==> src/rtl/dispatch_queue.sv <==
// dispatch_queue: in-order instruction queue, two enqueues and up to four dispatches per cycle
module dispatch_queue #(
  parameter int BWIDTH = 57,
  parameter int DEPTH  = 8
) (
  input  logic                     i_clk,
  input  logic                     i_rst,
  input  logic                     i_flush,
  input  logic [BWIDTH-1:0]        i_enq_bundle0,
  input  logic [BWIDTH-1:0]        i_enq_bundle1,
  input  logic [1:0]               i_enq_valid,
  output logic [1:0]               o_enq_ready,
  output logic [BWIDTH-1:0]        o_ins_bundle0,
  output logic [BWIDTH-1:0]        o_ins_bundle1,
  output logic [BWIDTH-1:0]        o_ins_bundle2,
  output logic [BWIDTH-1:0]        o_ins_bundle3,
  output logic [3:0]               o_ins_valid,
  input  logic [3:0]               i_disp_accept,
  output logic [$clog2(DEPTH):0]   o_count,
  output logic                     o_empty,
  output logic                     o_full
);
  localparam int AW = $clog2(DEPTH);
  localparam int CW = AW + 1;

  logic [BWIDTH-1:0] mem [DEPTH];
  logic [AW-1:0]     head, tail;
  logic [CW-1:0]     count;
  logic [1:0]        e;
  logic [2:0]        d;
  logic [3:0]        m;
  logic [BWIDTH-1:0] ins [4];

  assign o_enq_ready = {count <= CW'(DEPTH - 2), count <= CW'(DEPTH - 1)};
  assign o_count     = count;
  assign o_empty     = count == '0;
  assign o_full      = count == CW'(DEPTH);

  // Enqueue/dequeue counts; dispatch stops at the first unaccepted slot to keep order
  always_comb begin
    e = (i_enq_valid == 2'b11 && o_enq_ready[1]) ? 2'd2 :
        (i_enq_valid[0] && o_enq_ready[0])       ? 2'd1 : 2'd0;
    o_ins_valid = (count >= CW'(4)) ? 4'b1111 :
                  (count == CW'(3)) ? 4'b0111 :
                  (count == CW'(2)) ? 4'b0011 :
                  (count == CW'(1)) ? 4'b0001 : 4'b0000;
    m = i_disp_accept & o_ins_valid;
    d = !m[0] ? 3'd0 : !m[1] ? 3'd1 : !m[2] ? 3'd2 : !m[3] ? 3'd3 : 3'd4;
  end

  for (genvar k = 0; k < 4; k++) begin : g_ins
    assign ins[k] = o_ins_valid[k] ? mem[head + AW'(k)] : '0;
  end

  assign o_ins_bundle0 = ins[0];
  assign o_ins_bundle1 = ins[1];
  assign o_ins_bundle2 = ins[2];
  assign o_ins_bundle3 = ins[3];

  // Pointer, occupancy and storage update; flush drops everything without touching storage
  always_ff @(posedge i_clk or posedge i_rst) begin
    if (i_rst) begin
      head  <= '0;
      tail  <= '0;
      count <= '0;
      for (int i = 0; i < DEPTH; i++) mem[i] <= '0;
    end else if (i_flush) begin
      head  <= '0;
      tail  <= '0;
      count <= '0;
    end else begin
      if (e != 2'd0) mem[tail] <= i_enq_bundle0;
      if (e == 2'd2) mem[tail + AW'(1)] <= i_enq_bundle1;
      head  <= head + AW'(d);
      tail  <= tail + AW'(e);
      count <= count + CW'(e) - CW'(d);
    end
  end
endmodule

==> config.mk <==
export PLATFORM = sky130hd
export DESIGN_NAME = dispatch_queue
export DESIGN_NICKNAME = d
export VERILOG_FILES = /design/src/rtl/dispatch_queue.sv
export SDC_FILE = /design/constraint.sdc
export NUM_CORES = 2
export LEC_CHECK = 0
export ABC_AREA = 1
export CORE_MARGIN = 8
export CORE_UTILIZATION = 55
export DETAILED_ROUTE_END_ITERATION = 10
export DONT_BUFFER_PORTS = 1
export MAX_ROUTING_LAYER = met4
export PLACE_DENSITY = 0.68
export REMOVE_ABC_BUFFERS = 1
export SYNTH_ARGS = -nofsm -noshare
export SYNTH_HDL_FRONTEND = slang
export SYNTH_SLANG_ARGS = --single-unit
==> constraint.sdc <==
create_clock -name i_clk -period 35.9 [get_ports i_clk]
set_clock_uncertainty 0.2 [all_clocks]
set_input_delay 8.975 -clock i_clk [delete_from_list [all_inputs] [get_ports i_clk]]
set_output_delay 8.975 -clock i_clk [all_outputs]
set_load 0.02 [all_outputs]
Word-level counts from Yosys, hierarchy flattened

Index checks and enable logic that the tools add are counted.

Word-level logic and storage cells: 87
Bits in latches: 0
ROM bits: 0
Bits of input ports: 123
Flip-flop bits (word level): 466
Output and inout bits: 240
Bits in writable memories: 0
Memories: 0

Bitwise gates (word level): 7
Divide/modulo/power cells: 0
$add $sub $neg: 8
Shifts and indexed selects: 0
Multipliers: 0
Order comparisons: 11
Equal/unequal tests: 6
Muxes and demuxes: 38
Reduce and logical (&&, ||, !) cells: 6

Operators with widths:

| operator                                                              | number |
|---|---|
| 456-bit two-way mux                                                   | 3 |
| 456-bit bitwise mux                                                   | 2 |
| 57-bit two-way mux                                                    | 14 |
| 57-bit binary-select mux with 3-bit select                            | 4 |
| 57-bit demux with 3-bit select                                        | 2 |
| 4-bit >= comparator, second input constant                            | 6 |
| 3-bit NOT with 4-bit output                                           | 6 |
| 3-bit two-way mux                                                     | 7 |
| 4-bit by 2-bit == test with 1-bit output, second input constant       | 2 |
| 4-bit by 3-bit <= comparator with 1-bit output, second input constant | 2 |
| 4-bit by 1-bit < comparator with 1-bit output, second input constant  | 2 |
| 4-bit two-way mux                                                     | 2 |
| 3-bit by 1-bit adder with 3-bit output, second input constant         | 2 |
| 3-bit by 2-bit adder with 3-bit output, second input constant         | 2 |
| 4-bit by 2-bit adder with 4-bit output                                | 1 |
| 4-bit AND                                                             | 1 |
| 2-bit == test, second input constant                                  | 2 |
| 4-bit by 1-bit == test with 1-bit output, second input constant       | 1 |
| 4-bit == test, second input constant                                  | 1 |
| 4-bit by 3-bit >= comparator with 1-bit output, second input constant | 1 |
| 1-bit logical AND                                                     | 4 |
| 4-bit logical NOT                                                     | 1 |
| 2-bit two-way mux                                                     | 2 |
| 4-bit by 3-bit subtractor with 4-bit output                           | 1 |
| 4 further kinds                                                       | 5 |

Longest topological paths before layout

Depth in word-level cells: 12
Mapped depth: 15
Mapped depth without buffers: 13

Worst setup path after synthesis

OpenSTA, ideal clock, no wires.

Path kind: reg-to-output
From: register head[0]
To: output port o_ins_bundle3[26]
Path buffers: 6
Stages on the path, launching flop included: 13
Setup slack: 24.210 ns
Required time: 26.725 ns
Arrival time: 2.515 ns
Path through: dfrtp_1 buf_2 buf_6 clkinv_1 buf_2 buf_2 ha_1 xor2_1 inv_1 clkbuf_1 buf_2 nand3_1 a21oi_1

Cells in the longest elaborated chain, start to end: 6

RTL lines:

| item                                                  | RTL line | source |
|---|---|---|
| start: declaration                                    | 27       | `logic [AW-1:0] head, tail;` |
| start signal: assignment                              | 74       | `head <= head + AW'(d);` |
| 3-bit by 2-bit adder with 3-bit output                | 52       | `assign ins[k] = o_ins_valid[k] ? mem[head + AW'(k)] : '0;` |
| 3-bit NOT with 4-bit output (not written as such)     | 52       |  |
| 57-bit binary-select mux with 3-bit select            | 52       |  |
| 57-bit two-way mux (not written as such) (2 in a row) | 52       |  |
| 57-bit two-way mux                                    | 52       |  |
| end: declaration                                      | 16       | `output logic [BWIDTH-1:0] o_ins_bundle3,` |

Every way passes these cells. The select of a mux whose other input is x is not followed.

Worst setup path after layout

From: register head[0]
To: output port o_ins_bundle3[45]

The elaborated chain is that of the path after synthesis.

==> reports/summary.log <==
qor: clock_network.cts_num_sinks 466
qor: routing.dr_vias 51800
qor: routing.detail-route-antenna-nets 0
qor: pwr.share_comb_of_total_power 63.9%
qor: timing.grt_setup_unrepaired no
qor: clock_network.clock_insertion_delay_worst_skew 0.67 ns
qor: logic_synthesis.synth_cell_types 32
qor: worst_setup_path.timing.critical_path.from head[0]$_DFF_PP0_
qor: die.design.core.area 77100 um^2
qor: routing.detailedRoute.firstIterationViolations 8129
qor: cells_and_area.post-route-cell-area 44400 um^2
qor: global_routing.grt_remaining_overflow 0
qor: worst_setup_path.cp_data_arrival_time 5.36 ns
qor: logic_synthesis.synth_area_per_cell 5.51 um^2
qor: timing.layout_setup_ws 21.36 ns
qor: routing.routed_wl 193000 um
qor: clock_network.reg_clk_slew_reported_paths 0.06 ns
qor: timing.worst_slew_pin_slew 1.89 ns
qor: timing.finalSetupViolations 0
qor: worst_setup_path.rr_startpoint o_count[3]$_DFF_PP0_
qor: clock_network.clockRootBuffer clkbuf_16
qor: clock_network.cts_buffers 58
qor: logic_synthesis.synth-main-ff-cell dfrtp_1
qor: cells_and_area.area_growth 4.12%
qor: pwr.sw_frac_of_total 58.5%
qor: status.violations slew limit
qor: clock_network.cts.htree.levels 2
qor: timing.finalHoldViolations 0
qor: routing.average_via_count_per_standard_cell 6.19
qor: placed_design.place_worst_setup_slack 22.30 ns
qor: placed_design.gp_congestion 0.915
qor: worst_setup_path.timing.critical_path.fanout_max 93
qor: pwr.power.share.clock 15.0%
qor: logic_synthesis.synth.cell_area 42700 um^2
qor: logic_synthesis.postSynthRegisterBits 466
qor: die.floorplan.io_pins 363
qor: worst_setup_path.required 26.72 ns
qor: pwr.pwr_density_cell 103 nW/um^2
qor: pwr.internal_power 1.89 mW
qor: cells_and_area.final_core_util 57.6%
qor: status.run_status complete, but fails checks
qor: pwr.worst_ir_drop_vdd 0.0743 mV
qor: timing.period_needed 14.54 ns
qor: clock_network.tritoncts yes
qor: pwr.power.net_switching 2.67 mW
qor: global_routing.antenna_found_initial 9
qor: logic_synthesis.yosysSeqAreaShare 27.3%
qor: pwr.seqPwrFrac 21.1%
qor: worst_setup_path.worst-setup-path-type register to primary output
qor: worst_hold_path.hold_path.class register to register
qor: timing.relative_slew_slack -25.7%
qor: cells_and_area.final_cell_mix nand2_1 (3260), nand3_1 (1096), o21ai_0 (660)
qor: clock_network.postCtsSetupRepairBufs 0
qor: routing.remaining_drc_errors 0
qor: die.start_util 55.3%
qor: die.rows 102
qor: placed_design.detailed_place_hpwl 104000 um
qor: logic_synthesis.number_of_instances_in_the_synthesized_netlist 7750
qor: clock_network.postCtsResizedCells 0
qor: placed_design.port_buffers 0
qor: global_routing.grt_pass1_wl 286000 um
qor: logic_synthesis.postSynth.asyncResetShare 100%
qor: logic_synthesis.yosysWarnings 0
qor: timing.slew_viol_final 241
qor: worst_hold_path.hold_path_origin mem[166]$_DFFE_PP0N_
qor: die.chipHeight 295 um
qor: placed_design.detailed_place.area 42200 um^2
qor: global_routing.globalRouteTotalUtil 43.4%
qor: pwr.leakagePower 23.0 nW
qor: job.maxCapViolCount 0
qor: global_routing.grt_max_degree 467
qor: die.chipWidth 295 um
qor: cells_and_area.fraction_of_final_layout_cells_with_drive_strength_greater_than_1 3.23%
qor: worst_setup_path.setup.worst_path.start_class register
qor: routing.post_drt_wl_per_cell 23.0 um
qor: die.die_area 86700 um^2
qor: clock_network.cts-root-to-sink-buffers 3
qor: timing.max_clock_freq 68.8 MHz
qor: worst_setup_path.critical_path_end_type primary output
qor: cells_and_area.final_nets 7400
qor: global_routing.first_global_vias 45600
qor: logic_synthesis.synth_edf_count 0
qor: cells_and_area.layout.cells.most_common nand2_1
qor: timing.final_min_period_over_clock_period 40.5%
qor: clock_network.cts_hold_repair.buffers 0
qor: routing.detail_route.first_pass.iterations 9
## kinds of logic (layout without fill, tap and decap cells)
kind of cell | count (synthesis) | after routing | share of synthesized area [%]
and+or+nand+nor | 4998 | 4998 | 47.8
buffers and inverters | 1286 | 849 | 12.1
AOI/OAI and AO/OA | 972 | 972 | 12.0
DFF | 466 | 466 | 27.3
adders and majority gates | 14 | 14 | 0.481
xor gates and xnor gates | 7 | 7 | 0.144
muxes | 7 | 7 | 0.164
other | 0 | 10 | 0
## worst max-delay path, cell delays in order, from the launching register on
cell,delay [ns]
dfrtp_4,0.97
inv_4,0.49
ha_4,0.35
xor2_4,0.17
buf_4,0.49
inv_2,0.53
buf_4,0.77
nand3_1,0.16
a21oi_1,0.72
## cells in the mapped netlist, types with 2 or more instances
library cell,count,area [um^2]
a211oi_1,46,345
dfrtp_1,466,11700
clkinv_1,51,191
nand3_1,1102,5520
inv_2,6,22.5
clkbuf_1,331,1240
nor4_1,2,12.5
xor2_1,3,26.3
nor3_1,158,791
buf_4,23,173
fa_1,4,80.1
o21ai_0,660,3300
nor2_1,448,1680
ha_1,10,125
or2_2,7,43.8
xnor2_1,4,35.0
buf_1,65,244
buf_2,192,961
nand2_1,3272,12300
o21ai_1,90,450
o22ai_1,2,12.5
o221ai_1,11,96.3
inv_1,616,2310
nand4_1,3,18.8
nor2_2,5,31.3
a21oi_1,123,616
o211ai_1,39,293
mux2i_1,7,70.1
## sequential cells by signal (all words and copies together) (netlist names)
name and count:
tail 3, o_count 4, mem 456, head 3
## path summary, 6_finish.rpt
| path | to | slack, ns | cells past startpoint |
|---|---|---|---|
| worst min register to register | mem[166]$_DFFE_PP0N_ | 0.28 | 2 |
| max in group asynchronous | mem[263]$_DFFE_PP0N_ | 25.41 | 3 |
| worst max register to register | o_count[3]$_DFF_PP0_ | 31.07 | 13 |
| worst max-delay path | o_ins_bundle3[45] | 21.36 | 8 |
| worst min-delay path | mem[166]$_DFFE_PP0N_ | 0.28 | 2 |
| min in group asynchronous | mem[350]$_DFFE_PP0N_ | 8.09 | 1 |
## power groups by stage
| stage | Combinational [mW] | Sequential, mW | Clock [mW] |
|---|---|---|---|
| 2_1_floorplan | 2.23 | 0.947 | 0 |
| 3_3_place_gp | 2.76 | 0.952 | 0 |
| 3_5_place_dp | 2.80 | 0.956 | 0 |
| 4_1_cts | 2.81 | 0.950 | 0.679 |
| 5_1_grt | 3.16 | 0.986 | 0.700 |
| 6_report | 2.92 | 0.962 | 0.684 |
## final cells by class
cell class                 instances  area, um^2
tap                             1040        1300
sequential                       466       11700
inverter                         673        2550
clock inverter                    27         413
fill                            8015       32700
antenna                           10        25.0
multi-input combinational       5998       26200
clock buffer                      83        1750
timing repair buffer              66         546
## layer usage
metal	track usage, %	part of all wire (%)	vias up
li1	-	-	23500
met5	-	0	-
met2	62.6	42	3945
met1	55.3	37	23500
met4	21.5	5.9	0
met3	12.8	15	822
## per-stage QoR
| stage | total power [mW] | std cells | hold WS, ns | setup TNS (ns) |
|---|---|---|---|---|
| 2_1_floorplan | 3.18 | 7137 | 0.248 | -189.11 |
| 6_report | 4.56 | 8363 | 0.279 | 0 |
| 5_1_grt | 4.85 | 8362 | 0.293 | 0 |
| 3_5_place_dp | 3.76 | 8243 | 0.265 | 0 |
| 3_3_place_gp | 3.71 | 8243 | 0.261 | 0 |
| 4_1_cts | 4.44 | 8353 | 0.281 | 0 |
(Power assumes the default switching activity.)
